$ cat config.mk
export PLATFORM = sky130hd
export DESIGN_NAME = apb_uart_fifo
export DESIGN_NICKNAME = d
export VERILOG_FILES = /design/src/rtl/apb_uart_fifo.sv
export SDC_FILE = /design/constraint.sdc
export NUM_CORES = 1
export LEC_CHECK = 0
export CAP_MARGIN = 0
export CORE_MARGIN = 1.5
export CORE_UTILIZATION = 30
export CTS_CLUSTER_SIZE = 10
export DETAILED_ROUTE_END_ITERATION = 6
export DONT_BUFFER_PORTS = 1
export PLACE_DENSITY_LB_ADDON = 0.12
export SETUP_SLACK_MARGIN = 0.3
export SLEW_MARGIN = 10
export SYNTH_ARGS = -nofsm -noshare
export SYNTH_HDL_FRONTEND = slang
export SYNTH_SLANG_ARGS = --single-unit
export TNS_END_PERCENT = 30
$ cat constraint.sdc
create_clock -name clk -period 11.2 [get_ports clk]
set_input_delay 2.24 -clock clk [delete_from_list [all_inputs] [get_ports clk]]
set_output_delay 2.24 -clock clk [all_outputs]
set_load 0.03 [all_outputs]
$ cat src/rtl/apb_uart_fifo.sv
// apb_uart_fifo: zero-wait APB UART with TX/RX FIFOs,
// runtime baud divider, sticky error flags and irq.
module apb_uart_fifo #(
  parameter int          BUS_WIDTH = 16,
  parameter int          TX_DEPTH  = 8,
  parameter int          RX_DEPTH  = 8,
  parameter logic [15:0] DIV_RESET = 16'd434
) (
  input  logic                 clk,
  input  logic                 reset_n,
  input  logic [1:0]           S_PADDR,
  input  logic                 S_PWRITE,
  input  logic                 S_PSELx,
  input  logic                 S_PENABLE,
  input  logic [BUS_WIDTH-1:0] S_PWDATA,
  output logic [BUS_WIDTH-1:0] S_PRDATA,
  output logic                 S_PREADY,
  output logic                 tx_wire,
  input  logic                 rx_wire,
  output logic                 irq
);

  localparam int TAW = $clog2(TX_DEPTH);
  localparam int RAW = $clog2(RX_DEPTH);
  localparam logic [TAW:0] TX_N = (TAW+1)'(TX_DEPTH);
  localparam logic [RAW:0] RX_N = (RAW+1)'(RX_DEPTH);

  typedef enum logic [1:0] {
    S_IDLE, S_START, S_DATA, S_STOP
  } st_t;

  logic acc, wr, rd;
  logic a_data, a_stat, a_div, a_ctrl;
  logic [15:0] div_q;
  logic [2:0] ctrl_q;
  logic rx_ovr, frame_err, tx_ovf;
  logic irq_q;
  logic unused_pw;

  logic [7:0] tx_mem [TX_DEPTH];
  logic [TAW-1:0] tx_wp, tx_rp;
  logic [TAW:0] tx_lvl;
  logic tx_empty, tx_full, tx_wreq;
  logic tx_push, tx_pop, tx_flush;
  logic [7:0] tx_head;

  st_t tx_st, tx_nx;
  logic [15:0] tx_tick, tx_div;
  logic [2:0] tx_bit;
  logic [7:0] tx_sh;
  logic tx_q, tx_last, tx_busy;

  logic [7:0] rx_mem [RX_DEPTH];
  logic [RAW-1:0] rx_wp, rx_rp;
  logic [RAW:0] rx_lvl;
  logic rx_empty, rx_full;
  logic rx_push, rx_pop, rx_flush;

  logic rx_line, rx_s1, rx_s2, rx_s3, rx_fall;
  st_t rx_st, rx_nx;
  logic [15:0] rx_tick, rx_div;
  logic [2:0] rx_bit;
  logic [7:0] rx_sh;
  logic rx_last, rx_mid, rx_done, rx_bad;

  assign acc = S_PSELx & S_PENABLE;
  assign wr = acc & S_PWRITE;
  assign rd = acc & ~S_PWRITE;
  assign a_data = S_PADDR == 2'd0;
  assign a_stat = S_PADDR == 2'd1;
  assign a_div = S_PADDR == 2'd2;
  assign a_ctrl = S_PADDR == 2'd3;
  assign unused_pw = ^S_PWDATA;

  assign S_PREADY = 1'b1;
  assign tx_wire = tx_q;
  assign irq = irq_q;

  // divider and control registers
  always_ff @(posedge clk or negedge reset_n) begin
    if (!reset_n) begin
      div_q <= DIV_RESET;
      ctrl_q <= 3'd0;
    end else if (wr) begin
      if (a_div)
        div_q <= (S_PWDATA[15:0] < 16'd4) ?
                 16'd4 : S_PWDATA[15:0];
      if (a_ctrl)
        ctrl_q <= S_PWDATA[2:0];
    end
  end

  assign tx_flush = wr & a_ctrl & S_PWDATA[3];
  assign rx_flush = wr & a_ctrl & S_PWDATA[4];

  // ---------------- TX FIFO ----------------
  assign tx_empty = tx_lvl == '0;
  assign tx_full = tx_lvl == TX_N;
  assign tx_head = tx_mem[tx_rp];
  assign tx_wreq = wr & a_data;
  assign tx_push = tx_wreq & (~tx_full | tx_pop);

  // TX FIFO storage
  always_ff @(posedge clk) begin
    if (tx_push)
      tx_mem[tx_wp] <= S_PWDATA[7:0];
  end

  // TX FIFO pointers and fill level
  always_ff @(posedge clk or negedge reset_n) begin
    if (!reset_n) begin
      tx_wp <= '0;
      tx_rp <= '0;
      tx_lvl <= '0;
    end else if (tx_flush) begin
      tx_wp <= '0;
      tx_rp <= '0;
      tx_lvl <= '0;
    end else begin
      if (tx_push) tx_wp <= tx_wp + 1'b1;
      if (tx_pop) tx_rp <= tx_rp + 1'b1;
      unique case ({tx_push, tx_pop})
        2'b10: tx_lvl <= tx_lvl + 1'b1;
        2'b01: tx_lvl <= tx_lvl - 1'b1;
        default: tx_lvl <= tx_lvl;
      endcase
    end
  end

  // ---------------- TX engine ----------------
  assign tx_last = tx_tick == tx_div - 16'd1;
  assign tx_busy = tx_st != S_IDLE;

  // TX state register
  always_ff @(posedge clk or negedge reset_n) begin
    if (!reset_n) tx_st <= S_IDLE;
    else tx_st <= tx_nx;
  end

  // TX next state; pop on frame start
  always_comb begin
    tx_nx = tx_st;
    tx_pop = 1'b0;
    unique case (tx_st)
      S_IDLE:
        if (!tx_empty) begin
          tx_pop = 1'b1;
          tx_nx = S_START;
        end
      S_START:
        if (tx_last) tx_nx = S_DATA;
      S_DATA:
        if (tx_last && tx_bit == 3'd7)
          tx_nx = S_STOP;
      S_STOP:
        if (tx_last) begin
          if (!tx_empty) begin
            tx_pop = 1'b1;
            tx_nx = S_START;
          end else begin
            tx_nx = S_IDLE;
          end
        end
      default: tx_nx = S_IDLE;
    endcase
  end

  // TX bit timer, shifter and line driver
  always_ff @(posedge clk or negedge reset_n) begin
    if (!reset_n) begin
      tx_tick <= 16'd0;
      tx_bit <= 3'd0;
      tx_sh <= 8'd0;
      tx_div <= DIV_RESET;
      tx_q <= 1'b1;
    end else if (tx_pop) begin
      tx_sh <= tx_head;
      tx_div <= div_q;
      tx_tick <= 16'd0;
      tx_bit <= 3'd0;
      tx_q <= 1'b0;
    end else begin
      unique case (tx_st)
        S_IDLE: tx_q <= 1'b1;
        S_START:
          if (tx_last) begin
            tx_tick <= 16'd0;
            tx_q <= tx_sh[0];
          end else begin
            tx_tick <= tx_tick + 16'd1;
          end
        S_DATA:
          if (tx_last) begin
            tx_tick <= 16'd0;
            tx_bit <= tx_bit + 3'd1;
            tx_sh <= {1'b0, tx_sh[7:1]};
            tx_q <= (tx_bit == 3'd7) ?
                    1'b1 : tx_sh[1];
          end else begin
            tx_tick <= tx_tick + 16'd1;
          end
        S_STOP:
          if (tx_last) begin
            tx_tick <= 16'd0;
            tx_q <= 1'b1;
          end else begin
            tx_tick <= tx_tick + 16'd1;
          end
        default: tx_q <= 1'b1;
      endcase
    end
  end

  // ---------------- RX engine ----------------
  assign rx_line = ctrl_q[2] ? tx_q : rx_wire;
  assign rx_fall = rx_s3 & ~rx_s2;
  assign rx_last = rx_tick == rx_div - 16'd1;
  assign rx_mid = rx_tick ==
                  {1'b0, rx_div[15:1]} - 16'd1;

  // two-flop synchroniser plus edge history
  always_ff @(posedge clk or negedge reset_n) begin
    if (!reset_n) begin
      rx_s1 <= 1'b1;
      rx_s2 <= 1'b1;
      rx_s3 <= 1'b1;
    end else begin
      rx_s1 <= rx_line;
      rx_s2 <= rx_s1;
      rx_s3 <= rx_s2;
    end
  end

  // RX state register
  always_ff @(posedge clk or negedge reset_n) begin
    if (!reset_n) rx_st <= S_IDLE;
    else rx_st <= rx_nx;
  end

  // RX next state; stop-bit verdict
  always_comb begin
    rx_nx = rx_st;
    rx_done = 1'b0;
    rx_bad = 1'b0;
    unique case (rx_st)
      S_IDLE:
        if (rx_fall) rx_nx = S_START;
      S_START:
        if (rx_mid)
          rx_nx = rx_s2 ? S_IDLE : S_DATA;
      S_DATA:
        if (rx_last && rx_bit == 3'd7)
          rx_nx = S_STOP;
      S_STOP:
        if (rx_last) begin
          rx_nx = S_IDLE;
          rx_done = rx_s2;
          rx_bad = ~rx_s2;
        end
      default: rx_nx = S_IDLE;
    endcase
  end

  // RX bit timer and shifter
  always_ff @(posedge clk or negedge reset_n) begin
    if (!reset_n) begin
      rx_tick <= 16'd0;
      rx_bit <= 3'd0;
      rx_sh <= 8'd0;
      rx_div <= DIV_RESET;
    end else begin
      unique case (rx_st)
        S_IDLE: begin
          rx_tick <= 16'd0;
          rx_bit <= 3'd0;
          rx_div <= div_q;
        end
        S_START:
          rx_tick <= rx_mid ?
                     16'd0 : rx_tick + 16'd1;
        S_DATA:
          if (rx_last) begin
            rx_tick <= 16'd0;
            rx_sh <= {rx_s2, rx_sh[7:1]};
            rx_bit <= rx_bit + 3'd1;
          end else begin
            rx_tick <= rx_tick + 16'd1;
          end
        S_STOP:
          rx_tick <= rx_last ?
                     16'd0 : rx_tick + 16'd1;
        default: rx_tick <= 16'd0;
      endcase
    end
  end

  // ---------------- RX FIFO ----------------
  assign rx_empty = rx_lvl == '0;
  assign rx_full = rx_lvl == RX_N;
  assign rx_pop = rd & a_data & ~rx_empty;
  assign rx_push = rx_done & (~rx_full | rx_pop);

  // RX FIFO storage
  always_ff @(posedge clk) begin
    if (rx_push)
      rx_mem[rx_wp] <= rx_sh;
  end

  // RX FIFO pointers and fill level
  always_ff @(posedge clk or negedge reset_n) begin
    if (!reset_n) begin
      rx_wp <= '0;
      rx_rp <= '0;
      rx_lvl <= '0;
    end else if (rx_flush) begin
      rx_wp <= '0;
      rx_rp <= '0;
      rx_lvl <= '0;
    end else begin
      if (rx_push) rx_wp <= rx_wp + 1'b1;
      if (rx_pop) rx_rp <= rx_rp + 1'b1;
      unique case ({rx_push, rx_pop})
        2'b10: rx_lvl <= rx_lvl + 1'b1;
        2'b01: rx_lvl <= rx_lvl - 1'b1;
        default: rx_lvl <= rx_lvl;
      endcase
    end
  end

  // sticky error flags; a new event beats a W1C
  always_ff @(posedge clk or negedge reset_n) begin
    if (!reset_n) begin
      rx_ovr <= 1'b0;
      frame_err <= 1'b0;
      tx_ovf <= 1'b0;
    end else begin
      if (rx_done & rx_full & ~rx_pop)
        rx_ovr <= 1'b1;
      else if (wr & a_stat & S_PWDATA[5])
        rx_ovr <= 1'b0;
      if (rx_bad)
        frame_err <= 1'b1;
      else if (wr & a_stat & S_PWDATA[6])
        frame_err <= 1'b0;
      if (tx_wreq & tx_full & ~tx_pop)
        tx_ovf <= 1'b1;
      else if (wr & a_stat & S_PWDATA[7])
        tx_ovf <= 1'b0;
    end
  end

  // registered interrupt
  always_ff @(posedge clk or negedge reset_n) begin
    if (!reset_n) irq_q <= 1'b0;
    else irq_q <= (ctrl_q[0] & ~rx_empty)
               | (ctrl_q[1] & tx_empty & ~tx_busy)
               | rx_ovr | frame_err;
  end

  // read mux, zero outside read accesses
  always_comb begin
    S_PRDATA = '0;
    if (rd) begin
      unique case (1'b1)
        a_data:
          S_PRDATA[7:0] = rx_empty ?
                          8'h00 : rx_mem[rx_rp];
        a_stat:
          S_PRDATA[15:0] = {8'(rx_lvl), tx_ovf,
                            frame_err, rx_ovr,
                            tx_busy, tx_full,
                            tx_empty, rx_full,
                            ~rx_empty};
        a_div: S_PRDATA[15:0] = div_q;
        a_ctrl: S_PRDATA[2:0] = ctrl_q;
        default: S_PRDATA = '0;
      endcase
    end
  end

endmodule
==> results.toml, run 1 <==
[routing]
wl_per_cell_um = 19.8
routed_wl_mm = 33.6
via_per_inst = 5.02
drtPass1Iterations = 5
vias = 8503
ant_nets = 0
drt_iter0_drc = 406
drcViolationCount = 0

[sta]
tightest_slew_ns = 1.06
fin_crit_sh_pct = 54.6
whs_ns = 0.365
finalHoldViolations = 0
rsz0062_at_grt = "no"
slew_headroom_pct = 29.1
skew_ns = 0.0132
tns_ns = 0
fmaxAchievable_mhz = 163
drv_slew = 0
period_minus_slack_ns = 6.12
finalSetupViolations = 0

[grt]
grt_pass1_vias = 8723
grt_usage_pct = 14.9
grt_max_degree = 138
grt.overflow.total = 0
grt_pass1_wl_mm = 53.0
antenna_found_initial = 0

[synthesis]
synth_area_per_cell_um2 = 12.3
yosysWarnings = 0
ys_top_cells_by_area = "edfxtp_1 29%, dfrtp_1 22%, mux4_2 5.4%"
synth.top_cell.area_share_pct = 28.6
postSynthCellCount = 1094
ys_top_cells_by_count = "128 x edfxtp_1, 118 x dfrtp_1, 86 x nor2_1"
synth.distinct_cells = 79
synth_seq_cells = 265
yosysMostFrequentCell = "edfxtp_1"
syn-num-nets = 1144
yosysTopAreaCell = "edfxtp_1"
synth-edff-count = 128
ys.flop_type = "edfxtp_1"
synth_area_um2 = 13400
synth-seq-area-share_pct = 54.4
synthArstFlopShare_pct = 51.7

[cells_and_area]
fin_area_um2 = 15100
nets = 1125
seqCellArea_um2 = 7300
area_delta_synth_final_pct = 12.2
multi_input_area_um2 = 5770
finalNonFillerCells = 1694
drive_gt1_share_pct = 17.3
fillCellCount = 4366

[setup_path]
worstPathRequired_ns = 8.96
worst-path-max-fanout = 19
critPathSlowestCell = "nor2_1"
critical_path_arrival_ns = 3.88
worst-path-buf-inv = 1
crit_chain = "inv_1, ha_1, a221oi_1, nor2_1"
crit_family = "simple AND/OR/NAND/NOR gates"
startpoint = "S_PADDR[0]"
r2r-start = "rx_div[2]"
crit_type = "in2out"
cp-start-kind = "input port"
cp_slowest_stage_delay_ns = 0.70
end_kind = "output pin"

[clocking]
clock_latency_ns = 0.54
cts-resized-gates = 0
clk_path_buf_depth = 3
clkSlewWorstSetupHoldPaths_ns = 0.05
cts_made_buffers = 34
htree_levels = 2
cts_tree = "done"
hold_buffers = 0
cts_root_buffer = "clkbuf_16"
cts_sinks = 265
postCtsSetupBuffers = 0

[placed_design]
dpl.hpwl_mm = 22.8
dpl_cell_area_um2 = 14000
gp_congestion = 0.775
io_buffers = 0
dp_cells = 1631

[min_path]
hold_class = "reg2reg"
hp-start = "rx_s1"

[floorplan]
die_area_um2 = 46000
fp.dieH_um = 215
die_x_um = 215
core_um2 = 44200
floorplan.initialDensity_pct = 30.4
rows = 77
ios = 43

[pwr]
power_density_nw_per_um2 = 240
intPower_mw = 2.34
power_leakage_nw = 5.68
seqPwrFrac_pct = 40.4
pwr-share-clk_pct = 28.9
vdd_drop_max_uv = 104
p_total_mw = 3.62
p_comb_share_pct = 30.7
p_sw_share_pct = 35.3
power_switching_mw = 1.28

[flow_run]
drv_cap = 0

[outcome]
outcome = "finished, final reports clean"
layout make-up:
type                       instances  share of cell area, %
multi-input combinational        738                   38.3
clock inverter                     6                  0.490
antenna                            1                 0.0166
tap                              592                   4.92
inverter                          22                  0.548
clock buffer                      56                   6.60
sequential                       265                   48.4
timing repair buffer              14                  0.698
layer usage:
layer,vias up,routed length [um],global-route usage [%]
li1,4045,-,-
met1,4297,15100,19.2
met2,102,16000,24.5
met3,59,1230,2.75
met4,0,1250,6.53
met5,-,0,0
path summary, 6_finish.rpt:
path                                     to  slack [ns]  cells after the start
worst max-delay path            S_PRDATA[6]        5.08                      4
max in group asynchronous             rx_s3        9.40                      0
worst min register to register        rx_s2        0.36                      0
worst min-delay path                  rx_s2        0.36                      0
worst max register to register    rx_lvl[3]        6.53                     15
min in group asynchronous          tx_sh[7]        1.40                      0
registers in the layout (all words and copies together), names as in the netlist, 2 cells and up, named ones only:
signal / count
rx_rp: 3
tx_lvl: 4
rx_wp: 3
rx_sh: 8
rx_tick: 16
div_q: 16
tx_rp: 3
tx_wp: 3
rx_mem: 64
tx_st: 2
tx_mem: 64
rx_bit: 3
rx_div: 16
tx_bit: 3
ctrl_q: 3
tx_sh: 8
rx_lvl: 4
tx_div: 16
tx_tick: 16
stage by stage:
step / worst slack (ns) / util (%)
finish: 5.08 / 34.1
global route: 4.98 / 34.1
CTS: 5.10 / 34.1
detailed placement: 5.10 / 31.6
global placement: 5.14 / 31.6
floorplan: 5.47 / -
worst register-to-register path, delay by kind of cell, from the launching register on:
| family | cells | cell delay [ns] |
|---|---|---|
| AO/OA/AOI/OAI | 6 | 1.31 |
| adder cells (fa/ha/maj) | 2 | 0.64 |
| flip-flops | 1 | 0.45 |
| multiplexers | 1 | 0.19 |
| AND/OR/NAND/NOR | 5 | 1.90 |
| buffers and inverters | 1 | 0.11 |
cell usage in the layout (no fill, tap or decap), types with 5 or more instances in the layout:
cell type,synthesis,layout
nor4_1,16,14
nand3b_1,12,12
mux2i_1,38,38
clkbuf_1,45,16
xor2_1,29,29
mux2_2,57,57
dfstp_2,19,19
nand4_1,6,6
nand3_1,24,24
a21oi_1,44,44
clkbuf_16,0,34
a221oi_1,6,6
nand2_1,58,58
o2111ai_1,6,6
dfrtp_1,118,118
nor4b_1,8,7
ha_1,25,25
nor2b_1,18,18
mux4_2,32,32
and3_1,21,21
o21ai_0,28,28
a211oi_1,10,10
nand2b_1,17,17
clkbuf_8,0,6
nor2_1,86,86
xnor2_1,43,43
nor3_1,29,28
o21ai_1,8,8
or3_1,10,10
edfxtp_1,128,128
a31oi_1,6,6
and2_1,7,7
nor3b_1,7,5
o211ai_1,7,7
buf_4,4,14
inv_1,22,22
power by group through the flow:
stage                     Sequential [mW]  Combinational (mW)  Clock, mW
after floorplan                      1.31               0.999          0
after global placement               1.48                1.12          0
after detailed placement             1.48                1.13          0
after CTS                            1.47                1.13       1.08
after global routing                 1.50                1.24       1.12
final                                1.46                1.11       1.04
logic make-up (layout without fill, tap and decap cells):
logic type / after synthesis / after routing / synth area share (%)
compound gates: 168 / 168 / 8.42
other cells: 1 / 2 / 0.0279
mux: 127 / 127 / 13.0
flops: 265 / 265 / 54.4
fa+ha+maj: 26 / 26 / 2.48
xor+xnor: 72 / 72 / 4.70
simple gates: 344 / 344 / 14.1
buf+inv: 91 / 98 / 2.97
No activity file was read; power rests on OpenSTA's default activity.
==> inputs of run 2 (changes only) <==
==> constraint.sdc (replaced) <==
create_clock -name clk -period 6.1 [get_ports clk]
set_input_delay 1.22 -clock clk [delete_from_list [all_inputs] [get_ports clk]]
set_output_delay 1.22 -clock clk [all_outputs]
set_load 0.03 [all_outputs]
==> results.toml, run 2 (synthesis gave the netlist of run 1 again) <==
[floorplan]
ios = 43
die_x_um = 215
floorplan.initialDensity_pct = 30.4
fp.dieH_um = 215
core_um2 = 44200
die_area_um2 = 46000
rows = 77

[cells_and_area]
final_common_cell = "edfxtp_1"
multi_input_area_um2 = 5750
reg_top3 = "rx_mem: 64 flops, tx_mem: 64 flops"
diodes = 0
area_delta_synth_final_pct = 12.2
nets = 1128
fillCellCount = 4334
drive_gt1_share_pct = 17.1
seqCellArea_um2 = 7300
layout_common_cells = "128 x edfxtp_1, 118 x dfrtp_1, 86 x nor2_1"
finalNonFillerCells = 1696

[sta]
period_minus_slack_ns = 4.53
drv_slew = 0
whs_ns = 0.353
tns_ns = 0
finalWorstSetupSlack_ns = 1.57
finalSetupViolations = 0
skew_ns = 0.0222
fin_crit_sh_pct = 74.3
slew_headroom_pct = 34.3
finalHoldViolations = 0
rsz0062_at_grt = "no"
tightest_slew_ns = 0.982
fmaxAchievable_mhz = 221

[clocking]
hold_buffers = 0
cts_made_buffers = 34
clock_latency_ns = 0.55
htree_levels = 2
cts_root_buffer = "clkbuf_16"
cts_tree = "done"
cts-resized-gates = 0
cts_sinks = 265
postCtsSetupBuffers = 0
clkSlewWorstSetupHoldPaths_ns = 0.06
clk_path_buf_depth = 3

[pwr]
vdd_drop_max_uv = 171
p_total_mw = 6.59
power_density_nw_per_um2 = 438
power_leakage_nw = 5.65

[flow_run]
drv_cap = 0

[setup_path]
cp-start-kind = "flop"
end_kind = "flop"
crit_family = "simple AND/OR/NAND/NOR gates"
cp.depth = 15
cp_slowest_stage_delay_ns = 0.71
worstPathRequired_ns = 6.58
worst-path-max-fanout = 11
r2r.worst_path.cells = 15
crit_chain = "inv_1, ha_1, or4b_1, nor4_4, xor2_1, o31ai_1, nor2_1, or3_1, and2_1, ha_1, a21o_1, a21oi_1, nor4_1, a21oi_1, mux2i_1"
crit_type = "reg2reg"
worst-path-buf-inv = 1
critPathSlowestCell = "or4b_1"
critical_path_arrival_ns = 5.01

[routing]
drtPass1Iterations = 5
drcViolationCount = 0
via_per_inst = 5.00
vias = 8480
drt_iter0_drc = 470
wl_per_cell_um = 19.7
ant_nets = 0
routed_wl_mm = 33.4

[placed_design]
io_buffers = 0
dp_cells = 1634
gp_congestion = 0.766
dpl.hpwl_mm = 23.0
post-place-ws_ns = 1.60

[grt]
grt_max_degree = 138
grt_pass1_vias = 8744
grt.overflow.total = 0
antenna_found_initial = 0
grt_usage_pct = 14.8
grt_pass1_wl_mm = 52.9

[outcome]
outcome = "finished, final reports clean"

[min_path]
worstHoldPathCells = 0
hold_class = "reg2reg"
run 2: cell types whose count changed in the layout (fill, tap and decap cells not counted):
cell and delta:
nor3b_2 -2, clkbuf_8 -1, diode_2 -1, clkinvlp_4 +1, nor3_2 -1, buf_4 +3, nor3_1 +1, clkbuf_1 +1
nor3b_1 +2, clkinv_2 -1
run 2: metrics by stage:
step                instance area [um2]  utilization (%)
floorplan                         13400                -
global placement                  14000             31.7
detailed placement                14000             31.7
CTS                               15100             34.1
global route                      15100             34.1
finish                            15100             34.1
run 2: area by class of cell:
class                      count  area share (%)
sequential                   265            48.5
clock buffer                  56            6.53
tap                          592            4.92
multi-input combinational    738            38.2
timing repair buffer          17           0.848
clock inverter                 6           0.507
inverter                      22           0.548
run 2: power by group:
group          switching (mW)  internal (mW)  leakage (nW)
Combinational            1.01          0.983          2.25
Clock                   0.796           1.12         0.509
Sequential              0.523           2.17          2.89
run 2: worst paths after layout:
path	slack, ns	end	from
max	1.57	rx_lvl[3]	rx_div[2]
min	0.35	rx_s2	rx_s1
max reg2reg	1.57	rx_lvl[3]	rx_div[2]
min reg2reg	0.35	rx_s2	rx_s1
max in group asynchronous	5.38	rx_div[5]	reset_n
min in group asynchronous	0.37	tx_sh[7]	reset_n
run 2: per-layer routing:
metal	part of all wire (%)	global-route usage, %	wire, um
met2	47	24.1	15800
met1	45	19.2	15200
met4	3.4	5.47	1150
met3	3.7	3.52	1250
met5	0	0	0
